**src/rtl/loader_pkg.sv**
```systemverilog
// Shared constants and state encodings for the UART program loader and its receiver.
package loader_pkg;

    localparam logic [7:0] SYNC_BYTE = 8'hA5;
    localparam int         LANE_W    = 2;

    typedef logic [LANE_W-1:0] lane_t;

    typedef enum logic [2:0] {
        IDLE,
        LEN0,
        LEN1,
        DATA,
        CSUM,
        DONE,
        ERROR
    } load_state_t;

    typedef enum logic [1:0] {
        RX_IDLE,
        RX_START,
        RX_DATA,
        RX_STOP
    } rx_state_t;

endpackage

```
**src/rtl/uart_rx.sv**
```systemverilog
// UART 8N1 receiver: 2-flop synchroniser, mid-bit sampling, one-cycle byte_valid / framing_err strobes.
module uart_rx
    import loader_pkg::*;
#(
    parameter int CLK_FREQ_HZ = 100000000,
    parameter int BAUD        = 115200
) (
    input  logic       clk_i,
    input  logic       rst_i,
    input  logic       rx_i,
    output logic [7:0] byte_o,
    output logic       byte_valid_o,
    output logic       framing_err_o
);

    localparam int DIV   = CLK_FREQ_HZ / BAUD;
    localparam int CNT_W = $clog2(DIV);
    localparam logic [CNT_W-1:0] HALF_M1 = CNT_W'(DIV / 2 - 1);
    localparam logic [CNT_W-1:0] FULL_M1 = CNT_W'(DIV - 1);

    logic [1:0]       sync_q;
    logic             prev_q;
    logic             rx_s;
    rx_state_t        state_q, state_d;
    logic [CNT_W-1:0] cnt_q, cnt_d;
    logic [2:0]       bit_q, bit_d;
    logic [7:0]       shift_q, shift_d;
    logic [7:0]       byte_q, byte_d;
    logic             valid_q, valid_d;
    logic             ferr_q, ferr_d;

    assign rx_s = sync_q[1];

    always_ff @(posedge clk_i or posedge rst_i) begin
        if (rst_i) begin
            sync_q  <= 2'b11;
            prev_q  <= 1'b1;
            state_q <= RX_IDLE;
            cnt_q   <= '0;
            bit_q   <= '0;
            shift_q <= '0;
            byte_q  <= '0;
            valid_q <= 1'b0;
            ferr_q  <= 1'b0;
        end else begin
            sync_q  <= {sync_q[0], rx_i};
            prev_q  <= rx_s;
            state_q <= state_d;
            cnt_q   <= cnt_d;
            bit_q   <= bit_d;
            shift_q <= shift_d;
            byte_q  <= byte_d;
            valid_q <= valid_d;
            ferr_q  <= ferr_d;
        end
    end

    always_comb begin
        state_d = state_q;
        cnt_d   = cnt_q;
        bit_d   = bit_q;
        shift_d = shift_q;
        byte_d  = byte_q;
        valid_d = 1'b0;
        ferr_d  = 1'b0;
        case (state_q)
            RX_IDLE: begin
                if (prev_q && !rx_s) begin
                    state_d = RX_START;
                    cnt_d   = '0;
                end
            end
            RX_START: begin
                // A start bit that is already gone at mid-bit is line noise.
                if (cnt_q == HALF_M1) begin
                    cnt_d   = '0;
                    bit_d   = '0;
                    state_d = rx_s ? RX_IDLE : RX_DATA;
                end else begin
                    cnt_d = cnt_q + CNT_W'(1);
                end
            end
            RX_DATA: begin
                if (cnt_q == FULL_M1) begin
                    cnt_d   = '0;
                    shift_d = {rx_s, shift_q[7:1]};
                    if (bit_q == 3'd7) begin
                        state_d = RX_STOP;
                    end else begin
                        bit_d = bit_q + 3'd1;
                    end
                end else begin
                    cnt_d = cnt_q + CNT_W'(1);
                end
            end
            RX_STOP: begin
                if (cnt_q == FULL_M1) begin
                    cnt_d   = '0;
                    state_d = RX_IDLE;
                    if (rx_s) begin
                        byte_d  = shift_q;
                        valid_d = 1'b1;
                    end else begin
                        ferr_d = 1'b1;
                    end
                end else begin
                    cnt_d = cnt_q + CNT_W'(1);
                end
            end
            default: state_d = RX_IDLE;
        endcase
    end

    assign byte_o        = byte_q;
    assign byte_valid_o  = valid_q;
    assign framing_err_o = ferr_q;

endmodule

```
**src/rtl/uart_program_loader.sv**
```systemverilog
// Boot loader: receives a framed image over UART, writes 32-bit words to program memory and releases the CPU on a good checksum.
// Define LOADER_RELOAD_EN to let a sync byte received in DONE start a fresh load.
module uart_program_loader
    import loader_pkg::*;
#(
    parameter int CLK_FREQ_HZ     = 100000000,
    parameter int BAUD            = 115200,
    parameter int PMEM_ADDR_WIDTH = 12
) (
    input  logic                       sysclk,
    input  logic                       rst,
    input  logic                       uart_rx,
    output logic [PMEM_ADDR_WIDTH-1:0] pmem_wr_addr,
    output logic [31:0]                pmem_wr_data,
    output logic [3:0]                 pmem_byte_w_en,
    output logic                       cpu_rst,
    output logic                       load_done,
    output logic                       load_error
);

    localparam logic [16:0] CAPACITY = 17'(2 ** PMEM_ADDR_WIDTH);

    logic [7:0]                 rx_byte;
    logic                       rx_valid;
    logic                       rx_ferr;

    load_state_t                state_q, state_d;
    logic [15:0]                len_q, len_d;
    logic [16:0]                wcnt_q, wcnt_d;
    lane_t                      lane_q, lane_d;
    logic [23:0]                word_q, word_d;
    logic [7:0]                 csum_q, csum_d;
    logic [PMEM_ADDR_WIDTH-1:0] addr_q, addr_d;
    logic [31:0]                data_q, data_d;
    logic                       wen_q, wen_d;
    logic                       last_q, last_d;
    logic                       start_frame;
    logic [15:0]                len_full;
    logic [16:0]                wcnt_inc;

    uart_rx #(
        .CLK_FREQ_HZ (CLK_FREQ_HZ),
        .BAUD        (BAUD)
    ) u_rx (
        .clk_i         (sysclk),
        .rst_i         (rst),
        .rx_i          (uart_rx),
        .byte_o        (rx_byte),
        .byte_valid_o  (rx_valid),
        .framing_err_o (rx_ferr)
    );

    assign len_full = {rx_byte, len_q[7:0]};
    assign wcnt_inc = wcnt_q + 17'd1;

    always_ff @(posedge sysclk or posedge rst) begin
        if (rst) begin
            state_q <= IDLE;
            len_q   <= '0;
            wcnt_q  <= '0;
            lane_q  <= '0;
            word_q  <= '0;
            csum_q  <= '0;
            addr_q  <= '0;
            data_q  <= '0;
            wen_q   <= 1'b0;
            last_q  <= 1'b0;
        end else begin
            state_q <= state_d;
            len_q   <= len_d;
            wcnt_q  <= wcnt_d;
            lane_q  <= lane_d;
            word_q  <= word_d;
            csum_q  <= csum_d;
            addr_q  <= addr_d;
            data_q  <= data_d;
            wen_q   <= wen_d;
            last_q  <= last_d;
        end
    end

    always_comb begin
        state_d     = state_q;
        len_d       = len_q;
        wcnt_d      = wcnt_q;
        lane_d      = lane_q;
        word_d      = word_q;
        csum_d      = csum_q;
        addr_d      = addr_q;
        data_d      = data_q;
        wen_d       = 1'b0;
        last_d      = last_q;
        start_frame = 1'b0;

        // The address holds on the final word so it never wraps at full capacity.
        if (wen_q && !last_q) begin
            addr_d = addr_q + PMEM_ADDR_WIDTH'(1);
        end

        if (rx_ferr) begin
            if (state_q inside {LEN0, LEN1, DATA, CSUM}) begin
                state_d = ERROR;
            end
        end else if (rx_valid) begin
            case (state_q)
                IDLE, ERROR: begin
                    if (rx_byte == SYNC_BYTE) start_frame = 1'b1;
                end
                DONE: begin
`ifdef LOADER_RELOAD_EN
                    if (rx_byte == SYNC_BYTE) start_frame = 1'b1;
`endif
                end
                LEN0: begin
                    len_d[7:0] = rx_byte;
                    state_d    = LEN1;
                end
                LEN1: begin
                    len_d = len_full;
                    if ({1'b0, len_full} > CAPACITY) begin
                        state_d = ERROR;
                    end else if (len_full == 16'd0) begin
                        state_d = CSUM;
                    end else begin
                        state_d = DATA;
                    end
                end
                DATA: begin
                    csum_d = csum_q ^ rx_byte;
                    word_d = {rx_byte, word_q[23:8]};
                    lane_d = lane_q + lane_t'(1);
                    if (&lane_q) begin
                        data_d = {rx_byte, word_q};
                        wen_d  = 1'b1;
                        last_d = (wcnt_inc == {1'b0, len_q});
                        wcnt_d = wcnt_inc;
                        if (wcnt_inc == {1'b0, len_q}) begin
                            state_d = CSUM;
                        end
                    end
                end
                CSUM: begin
                    state_d = (rx_byte == csum_q) ? DONE : ERROR;
                end
                default: state_d = IDLE;
            endcase
        end

        if (start_frame) begin
            state_d = LEN0;
            csum_d  = '0;
            wcnt_d  = '0;
            lane_d  = '0;
            word_d  = '0;
            addr_d  = '0;
            last_d  = 1'b0;
        end
    end

    assign pmem_wr_addr   = addr_q;
    assign pmem_wr_data   = data_q;
    assign pmem_byte_w_en = wen_q ? 4'hF : 4'h0;
    assign cpu_rst        = (state_q != DONE);
    assign load_done      = (state_q == DONE);
    assign load_error     = (state_q == ERROR);

endmodule

```
**config.mk**
```make
export PLATFORM = sky130hd
export DESIGN_NAME = uart_program_loader
export DESIGN_NICKNAME = d
export VERILOG_FILES = /design/src/rtl/loader_pkg.sv /design/src/rtl/uart_rx.sv /design/src/rtl/uart_program_loader.sv
export SDC_FILE = /design/constraint.sdc
export NUM_CORES = 1
export LEC_CHECK = 0
export CORE_MARGIN = 5
export CORE_UTILIZATION = 59
export DETAILED_ROUTE_END_ITERATION = 16
export PLACE_DENSITY = 0.8
export SYNTH_ARGS = -nofsm -noshare
export SYNTH_HDL_FRONTEND = slang
export SYNTH_HIERARCHICAL = 1
export SYNTH_SLANG_ARGS = --single-unit
```
**constraint.sdc**
```tcl
create_clock -name sysclk -period 4.9 [get_ports sysclk]
set_input_delay 0.98 -clock sysclk [delete_from_list [all_inputs] [get_ports sysclk]]
set_output_delay 0.98 -clock sysclk [all_outputs]
set_load 0.02 [all_outputs]
```
==> results of run 1 <==
-- metal layers --
layer / vias to the layer above / share of wire, %
met3: 25 / 5.8
met1: 2811 / 43
met2: 200 / 49
met4: 0 / 1.9
li1: 2691 / -
met5: - / 0
-- layout make-up --
cell class	count	area (um^2)	area share [%]
clock buffer	21	470	5.55
inverter	18	70.1	0.827
sequential	152	3810	44.9
tap	168	210	2.48
multi-input combinational	558	3220	38.0
clock inverter	11	120	1.42
timing repair buffer	59	576	6.79
-- power by group through the flow --
| stage | Clock, uW | Sequential, uW | Combinational (uW) |
|---|---|---|---|
| floorplan | 0 | 1310 | 95.0 |
| global placement | 0 | 1320 | 108 |
| detailed placement | 0 | 1330 | 111 |
| CTS | 1320 | 1300 | 111 |
| global route | 1380 | 1310 | 129 |
| finish | 1300 | 1300 | 110 |
-- metrics by stage --
| stage | util (%) | setup slack (ns) | hold WS (ns) | std cells | power, uW |
|---|---|---|---|---|---|
| floorplan | - | 0.848 | 0.345 | 777 | 1410 |
| global placement | 65.3 | 2.20 | 0.345 | 955 | 1430 |
| detailed placement | 65.3 | 2.08 | 0.347 | 955 | 1440 |
| CTS | 70.2 | 1.90 | 0.355 | 987 | 2730 |
| global route | 70.2 | 1.73 | 0.359 | 987 | 2810 |
| finish | 70.2 | 1.88 | 0.354 | 987 | 2710 |
-- logic make-up (layout without fill, tap and decap cells) --
| group | after synthesis | in the layout | share of synthesized area, % |
|---|---|---|---|
| AO/OA/AOI/OAI | 128 | 128 | 10.0 |
| XOR/XNOR | 43 | 43 | 5.16 |
| adder cells (fa/ha/maj) | 7 | 7 | 1.20 |
| buffers and inverters | 67 | 109 | 3.82 |
| flip-flops | 152 | 152 | 52.1 |
| multiplexers | 38 | 38 | 5.77 |
| AND/OR/NAND/NOR | 342 | 342 | 21.9 |
-- placed cells by master, fill, tap and decap left out, types with 3 or more instances in the layout --
cell	instances
clkinv_2	4
dfrtp_1	149
a31oi_1	6
o21ai_0	81
clkinvlp_4	3
o41ai_1	3
clkbuf_16	17
nor2_1	43
a21oi_1	11
xor2_1	27
mux2_2	33
inv_1	16
o22ai_1	5
nand4_1	11
clkdlybuf4s50_1	53
and3_1	7
o211ai_1	4
nor3_1	16
nand2_1	197
nor2b_1	4
xnor2_1	16
nor4_1	7
dfstp_2	3
mux2i_1	5
clkbuf_8	3
ha_1	7
and4_1	4
or3_1	10
nand2b_1	4
o31ai_1	3
buf_4	6
nand3_1	12
-- critical path: stages, from the launching register on --
cell and delay, ns:
dfrtp_1 0.57, nor2b_1 0.21, and2_1 0.18, clkdlybuf4s50_1 0.66
-- flip-flops by register name, indices dropped and copies added (netlist names), 10 cells and up, named ones only --
| register | cells |
|---|---|
| u_rx/cnt_q | 10 |
| pmem_wr_data | 32 |
| wcnt_q | 17 |
| word_q | 24 |
| len_q | 16 |
| pmem_wr_addr | 12 |
-- path summary, 6_finish.rpt --
kind	start	endpoint	slack, ns	cells past startpoint
setup / recovery	state_q[1]$_DFFE_PP0P_	load_error	1.88	3
hold / removal	u_rx/sync_q[0]$_DFF_PP1_	u_rx/sync_q[1]$_DFF_PP1_	0.35	0
setup reg to reg	state_q[1]$_DFFE_PP0P_	wcnt_q[10]$_DFFE_PP0P_	1.96	6
hold reg to reg	u_rx/sync_q[0]$_DFF_PP1_	u_rx/sync_q[1]$_DFF_PP1_	0.35	0
max in group asynchronous	rst	pmem_wr_data[17]$_DFFE_PP0P_	2.97	3
min in group asynchronous	rst	u_rx/byte_o[4]$_DFFE_PP0P_	0.84	2
==> results_dict.tcl, run 1 <==
set metrics [dict create \
    grt_use_met1_pct 30.8 \
    slew-limit-headroom_pct 27.7 \
    port_buffers 53 \
    fin_area_mm2 0.00847 \
    switchingPower_uw 613 \
    cts.sinks 152 \
    fmax_mhz 331 \
    busiest_layer "met2" \
    seq_area_frac_synth_pct 52.1 \
    via_per_inst 5.80 \
    layout.nets 816 \
    path_clk_slew_ns 0.06 \
    overflow 0 \
    grt_setup_unrepaired "no" \
    area_delta_synth_final_pct 16.0 \
    gp_congestion 0.916 \
    crit_path_end_kind "primary output" \
    power_leakage_uw 0.00398 \
    fin_setup_tns_ns 0 \
    dp_hpwl_um 10600 \
    hold_viol 0 \
    drt_iter0_drc 581 \
    dpl_cell_area_mm2 0.00788 \
    cp.required_ns 3.92 \
    crit_arrival_ns 2.04 \
    switching_share_pct 22.6 \
    core_area_mm2 0.0121 \
    h-tree-depth 4 \
    status "finished clean" \
    worstPathMaxFanout 12 \
    dieHeight_um 121 \
    yosys.cell_count.top_type "nand2_1" \
    synth_async_sr_flop_share_pct 100 \
    met2_usage_pct 37.9 \
    hold_path.class "register to register" \
    period_share_pct 61.7 \
    fill_cells 864 \
    synthesis.area_mm2 0.00730 \
    wl_um 15800 \
    post_cts_buffers 0 \
    slew_violations 0 \
    cap_violations 0 \
    clkPwrFrac_pct 47.9 \
    drt_first_pass_iters 5 \
    num_rows 40 \
    vias 5727 \
    post_cts_resized 0 \
    grt_pass1_wl_um 27600 \
    fp.dieW_um 121 \
    synthCells 777 \
    synthTopCellsByCount "nand2_1 (197), dfrtp_1 (149), o21ai_0 (81), nor2_1 (44), mux2_2 (33)" \
    peakVddDrop_mv 0.186 \
    synth-seq-cells 152 \
    clock_latency_ns 0.43 \
    wl_per_cell_um 16.0 \
    seq_power_share_pct 48.1 \
    clockBufferDepth 2 \
    cts_tree "yes" \
    fin_worst_skew_ns 0.00542 \
    synth_ff_type "dfrtp_1" \
    drc 0 \
    grt_max_degree 58 \
    drt.antenna.violating_nets 0 \
    grt_antenna_before_repair 0 \
    synth_warnings 6 \
    crit_type "register to primary output" \
    start_kind "register" \
    syn_nets 787 \
    antenna_cells 0 \
    numCtsBuffers 17 \
    post_synth.cell_area_avg_um2 9.40 \
    synth_top_area_cell "dfrtp_1" \
    synth_edf_count 0 \
    p_int_uw 2100 \
    comb_power_share_pct 4.0 \
    yosysUniqueCellTypes 64 \
    fp.dieArea_mm2 0.0147 \
    postCtsHoldBufs 0 \
    ios 54 \
    synth_top_area_share_pct 51.1 \
    grt_pass1_vias 5673 \
    start_util_pct 60.5 \
    worstMarginPinSlew_ns 1.08 \
    grtUsageMet3_pct 5.45 \
    finalSetupViolCount 0 \
    power_density_mw_per_mm2 320 \
    drive_gt1_share_pct 11.8 \
    synthTopCellsByArea "dfrtp_1 (51%), nand2_1 (10%), o21ai_0 (5.6%)" \
    cts_root_buffer "clkbuf_16" \
    period_needed_ns 3.02 \
    grt_use_total_pct 23.5 \
]
Power figures use the tool's default switching activity.
==> run 2, diff against run 1 <==
--- a/config.mk
+++ b/config.mk
@@ -6,9 +6,9 @@
 export NUM_CORES = 1
 export LEC_CHECK = 0
 export CORE_MARGIN = 5
-export CORE_UTILIZATION = 59
+export CORE_UTILIZATION = 53
 export DETAILED_ROUTE_END_ITERATION = 16
-export PLACE_DENSITY = 0.8
+export PLACE_DENSITY = 0.76
 export SYNTH_ARGS = -nofsm -noshare
 export SYNTH_HDL_FRONTEND = slang
 export SYNTH_HIERARCHICAL = 1
==> constraint.sdc (replaced) <==
create_clock -name sysclk -period 2.5 [get_ports sysclk]
set_input_delay 0.5 -clock sysclk [delete_from_list [all_inputs] [get_ports sysclk]]
set_output_delay 0.5 -clock sysclk [all_outputs]
set_load 0.02 [all_outputs]
==> results_dict.tcl, run 2 (synthesis gave the netlist of run 1 again) <==
set metrics [dict create \
    status "finished clean" \
    power_leakage_uw 0.00412 \
    largest_reg_flops 32 \
    fin_setup_tns_ns 0 \
    dieHeight_um 127 \
    slowest_stage "or4b_4" \
    cp.required_ns 2.81 \
    drt.antenna.violating_nets 0 \
    grt_setup_unrepaired "yes" \
    path_delay_family "simple AND/OR/NAND/NOR gates" \
    cp.buffers_inverters 0 \
    drt_iter0_drc 597 \
    postCtsHoldBufs 0 \
    crit_path_end_kind "register" \
    clock_latency_ns 0.42 \
    hold_slack_ns 0.360 \
    grt_pass1_wl_um 26900 \
    wl_um 16100 \
    via_per_inst 5.72 \
    port_buffers 53 \
    vias 5784 \
    layout.nets 833 \
    cap_violations 0 \
    antenna_cells 0 \
    fin_worst_skew_ns 0.00597 \
    period_needed_ns 2.47 \
    cts_tree "yes" \
    core_area_mm2 0.0134 \
    start_kind "register" \
    hold_viol 0 \
    drt_first_pass_iters 5 \
    peakVddDrop_mv 0.436 \
    fp.dieArea_mm2 0.0162 \
    finalSetupViolCount 0 \
    period_share_pct 98.6 \
    grt_antenna_before_repair 0 \
    path_clk_slew_ns 0.06 \
    worstPathMaxFanout 4 \
    setup_ws_ns 0.0343 \
    power_density_mw_per_mm2 637 \
    dp_hpwl_um 10900 \
    grt_pass1_vias 5470 \
    place_ws_ns -0.0430 \
    grt_max_degree 74 \
    numCtsBuffers 17 \
    cts_root_buffer "clkbuf_16" \
    worstMarginPinSlew_ns 0.667 \
    slowest_delay_ns 0.55 \
    wl_per_cell_um 15.9 \
    grt_use_total_pct 20.5 \
    layout_common_cells "nand2_1 (196), dfrtp_1 (146), o21ai_0 (81)" \
    crit_arrival_ns 2.78 \
    layout_commonest_cell "nand2_1" \
    hold_path.class "register to register" \
    start_util_pct 54.5 \
    fp.dieW_um 127 \
    slew_violations 0 \
    crit_type "register to register" \
    worstPathCellList "ha_2 > and3_2 > xnor2_2 > mux2i_1 > o21ai_0 > or4b_4 > or2_4 > o21a_1" \
    cts.sinks 152 \
    drc 0 \
    ios 54 \
    clockBufferDepth 2 \
    overflow 0 \
    h-tree-depth 4 \
    drive_gt1_share_pct 14.8 \
    gp_congestion 0.952 \
    fmax_mhz 406 \
    slew-limit-headroom_pct 55.5 \
    area_delta_synth_final_pct 19.4 \
    num_rows 42 \
]
[run 2: what timing repair did]
item,4_1_cts,5_1_grt
setup buffers,0,3
hold endpoints to repair,0,0
setup endpoints to repair,3,17
gates resized for setup,3,6
gates cloned,0,0
[run 2: final timing paths]
kind | slack [ns] | cells after the start | end | from
max | 0.03 | 8 | state_q[1]$_DFFE_PP0P_ | wcnt_q[0]$_DFFE_PP0P_
min | 0.36 | 0 | u_rx/sync_q[1]$_DFF_PP1_ | u_rx/sync_q[0]$_DFF_PP1_
max reg2reg | 0.03 | 8 | state_q[1]$_DFFE_PP0P_ | wcnt_q[0]$_DFFE_PP0P_
min reg2reg | 0.36 | 0 | u_rx/sync_q[1]$_DFF_PP1_ | u_rx/sync_q[0]$_DFF_PP1_
max in group asynchronous | 1.58 | 3 | u_rx/prev_q$_DFF_PP1_ | rst
min in group asynchronous | 0.54 | 3 | csum_q[3]$_DFFE_PP0P_ | rst
[run 2: cell type report]
class / instances / area, um^2
inverter: 18 / 71.3
fill: 1029 / 4680
sequential: 152 / 3810
clock inverter: 11 / 165
tap: 176 / 220
timing repair buffer: 76 / 731
clock buffer: 21 / 480
multi-input combinational: 558 / 3240
[run 2: where the power goes]
part | internal (uW) | switching [uW] | leakage [uW]
clock network | 1780 | 989 | 0.000320
registers | 2500 | 60.2 | 0.00210
logic | 86.4 | 148 | 0.00170
[run 2: layer usage]
| layer | part of all wire [%] | up-vias | wire (um) | GRT usage (%) |
|---|---|---|---|---|
| li1 | - | 2735 | - | - |
| met1 | 44 | 2846 | 7090 | 27.2 |
| met4 | 2.3 | 0 | 376 | 7.95 |
| met3 | 5.2 | 36 | 846 | 4.22 |
| met2 | 48 | 167 | 7800 | 33.4 |
| met5 | 0 | - | 0 | 0 |
[run 2: through the flow]
step	cell area [um^2]	power (uW)	util [%]	instances
2_1_floorplan	7310	2760	-	777
6_report	8720	5560	65.1	1012
4_1_cts	8680	5620	64.8	1009
3_3_place_gp	8030	2820	59.9	977
3_5_place_dp	8030	2840	59.9	977
5_1_grt	8720	5780	65.1	1012
==> run 3, diff against run 2 <==
--- a/config.mk
+++ b/config.mk
@@ -13,3 +13,4 @@
 export SYNTH_HDL_FRONTEND = slang
 export SYNTH_HIERARCHICAL = 1
 export SYNTH_SLANG_ARGS = --single-unit
+export TNS_END_PERCENT = 1
==> results_dict.tcl, run 3 (synthesis gave the netlist of run 1 again) <==
set metrics [dict create \
    status "finished clean" \
    layout_common_cells "nand2_1 (196), dfrtp_1 (146), o21ai_0 (81)" \
    worstMarginPinSlew_ns 0.663 \
    path_clk_slew_ns 0.06 \
    worstPathCellList "ha_4 > nand3_2 > or3_4 > nor2_4 > o21ai_2 > or4b_4 > or2_4 > o21a_1" \
    cp.depth 8 \
    core_area_mm2 0.0134 \
    worstPathMaxFanout 5 \
    drt.antenna.violating_nets 0 \
    port_buffers 53 \
    dpl_cell_area_mm2 0.00803 \
    drive_gt1_share_pct 14.6 \
    slew-limit-headroom_pct 55.8 \
    cts_root_buffer "clkbuf_16" \
    cp.required_ns 2.81 \
    grt_pass1_vias 5470 \
    setup.worst_path.start "wcnt_q[0]$_DFFE_PP0P_" \
    peakVddDrop_mv 0.420 \
    ios 54 \
    fin_area_mm2 0.00872 \
    power_leakage_uw 0.00411 \
    power.total_uw 5560 \
    drt_iter0_drc 559 \
    period_needed_ns 2.43 \
    r2r-start "wcnt_q[0]$_DFFE_PP0P_" \
    layout.nets 830 \
    slowest_delay_ns 0.53 \
    finalSetupViolCount 0 \
    path_delay_family "simple AND/OR/NAND/NOR gates" \
    layout_commonest_cell "nand2_1" \
    vias 5739 \
    clockBufferDepth 2 \
    cap_violations 0 \
    wl_per_cell_um 15.9 \
    post_cts_buffers 0 \
    numCtsBuffers 17 \
    drt_first_pass_iters 5 \
    grt_use_total_pct 20.5 \
    cts_tree "yes" \
    dieHeight_um 127 \
    antenna_cells 0 \
    crit_type "register to register" \
    final_cells 1009 \
    grt_antenna_before_repair 0 \
    grt_pass1_wl_um 26900 \
    hold_viol 0 \
    via_per_inst 5.69 \
    slew_violations 0 \
    ff2ff_path_depth 8 \
    power_density_mw_per_mm2 638 \
    crit_path_end_kind "register" \
    overflow 0 \
    largest_reg_flops 32 \
    grt_max_degree 74 \
    grt_setup_unrepaired "yes" \
    fill_cells 1033 \
    period_share_pct 97.4 \
    seq_area_mm2 0.00381 \
    start_util_pct 54.5 \
    num_rows 42 \
    multi_input_area_mm2 0.00326 \
    critical_path.endpoint "state_q[1]$_DFFE_PP0P_" \
    drc 0 \
    h-tree-depth 4 \
    wl_um 16000 \
    cts.sinks 152 \
    crit_arrival_ns 2.75 \
    fin_worst_skew_ns 0.00613 \
    slowest_stage "or4b_4" \
    start_kind "register" \
    fp.dieW_um 127 \
    area_delta_synth_final_pct 19.4 \
    reg2reg_slack_ns 0.07 \
    hold_path.class "register to register" \
    fp.dieArea_mm2 0.0162 \
    r2r_end "state_q[1]$_DFFE_PP0P_" \
    cp.buffers_inverters 0 \
    dp_cells 977 \
    gp_congestion 0.952 \
    clock_latency_ns 0.43 \
    fmax_mhz 411 \
    dp_hpwl_um 10900 \
]
==> run 3: cell count changes in the layout (fill, tap and decap cells not counted), sizes merged <==
cell / delta
buf: -3
==> run 3: through the flow <==
stage / worst slack (ns) / hold slack, ns / utilization [%] / setup TNS (ns)
after detailed placement: -0.0430 / 0.354 / 59.9 / -0.0430
after global routing: -0.0291 / 0.365 / 65.0 / -0.0473
after CTS: 0.00247 / 0.362 / 64.8 / 0
final: 0.0653 / 0.360 / 65.0 / 0
after global placement: 0.0630 / 0.347 / 59.9 / 0
after floorplan: 0.0376 / 0.345 / - / 0
==> run 3: per-layer routing <==
metal / vias up / wire length, um / track usage, % / part of all wire (%)
met2: 189 / 7720 / 33.4 / 48
met1: 2783 / 6970 / 27.2 / 43
li1: 2733 / - / - / -
met5: - / 0 / 0 / 0
met4: 0 / 410 / 7.95 / 2.6
met3: 34 / 935 / 4.22 / 5.8
==> run 3: worst min path at each step <==
stage                                         from                  endpoint  slack [ns]  cells after the start
after floorplan           u_rx/sync_q[0]$_DFF_PP1_  u_rx/sync_q[1]$_DFF_PP1_        0.35                      0
after global placement    u_rx/sync_q[0]$_DFF_PP1_  u_rx/sync_q[1]$_DFF_PP1_        0.35                      0
after detailed placement  u_rx/sync_q[0]$_DFF_PP1_  u_rx/sync_q[1]$_DFF_PP1_        0.35                      0
after CTS                 u_rx/sync_q[0]$_DFF_PP1_  u_rx/sync_q[1]$_DFF_PP1_        0.36                      0
after global routing      u_rx/sync_q[0]$_DFF_PP1_  u_rx/sync_q[1]$_DFF_PP1_        0.36                      0
final                     u_rx/sync_q[0]$_DFF_PP1_  u_rx/sync_q[1]$_DFF_PP1_        0.36                      0
==> run 3: cell type report <==
type / instances / share of cell area (%)
Clock buffer: 21 / 5.51
Clock inverter: 11 / 1.89
Inverter: 18 / 0.818
Multi-Input combinational cell: 558 / 37.4
Sequential cell: 152 / 43.7
Tap cell: 176 / 2.53
Timing Repair Buffer: 73 / 8.13
==> run 3: timing repair <==
action	CTS	global route
hold buffers	0	0
gates resized for setup	3	9
endpoints found under the setup margin	3	17
==> run 3: where the power goes <==
part | total [uW] | internal (uW) | switching [uW]
Combinational | 235 | 86.3 | 149
Clock | 2770 | 1780 | 994
Sequential | 2560 | 2500 | 60.2
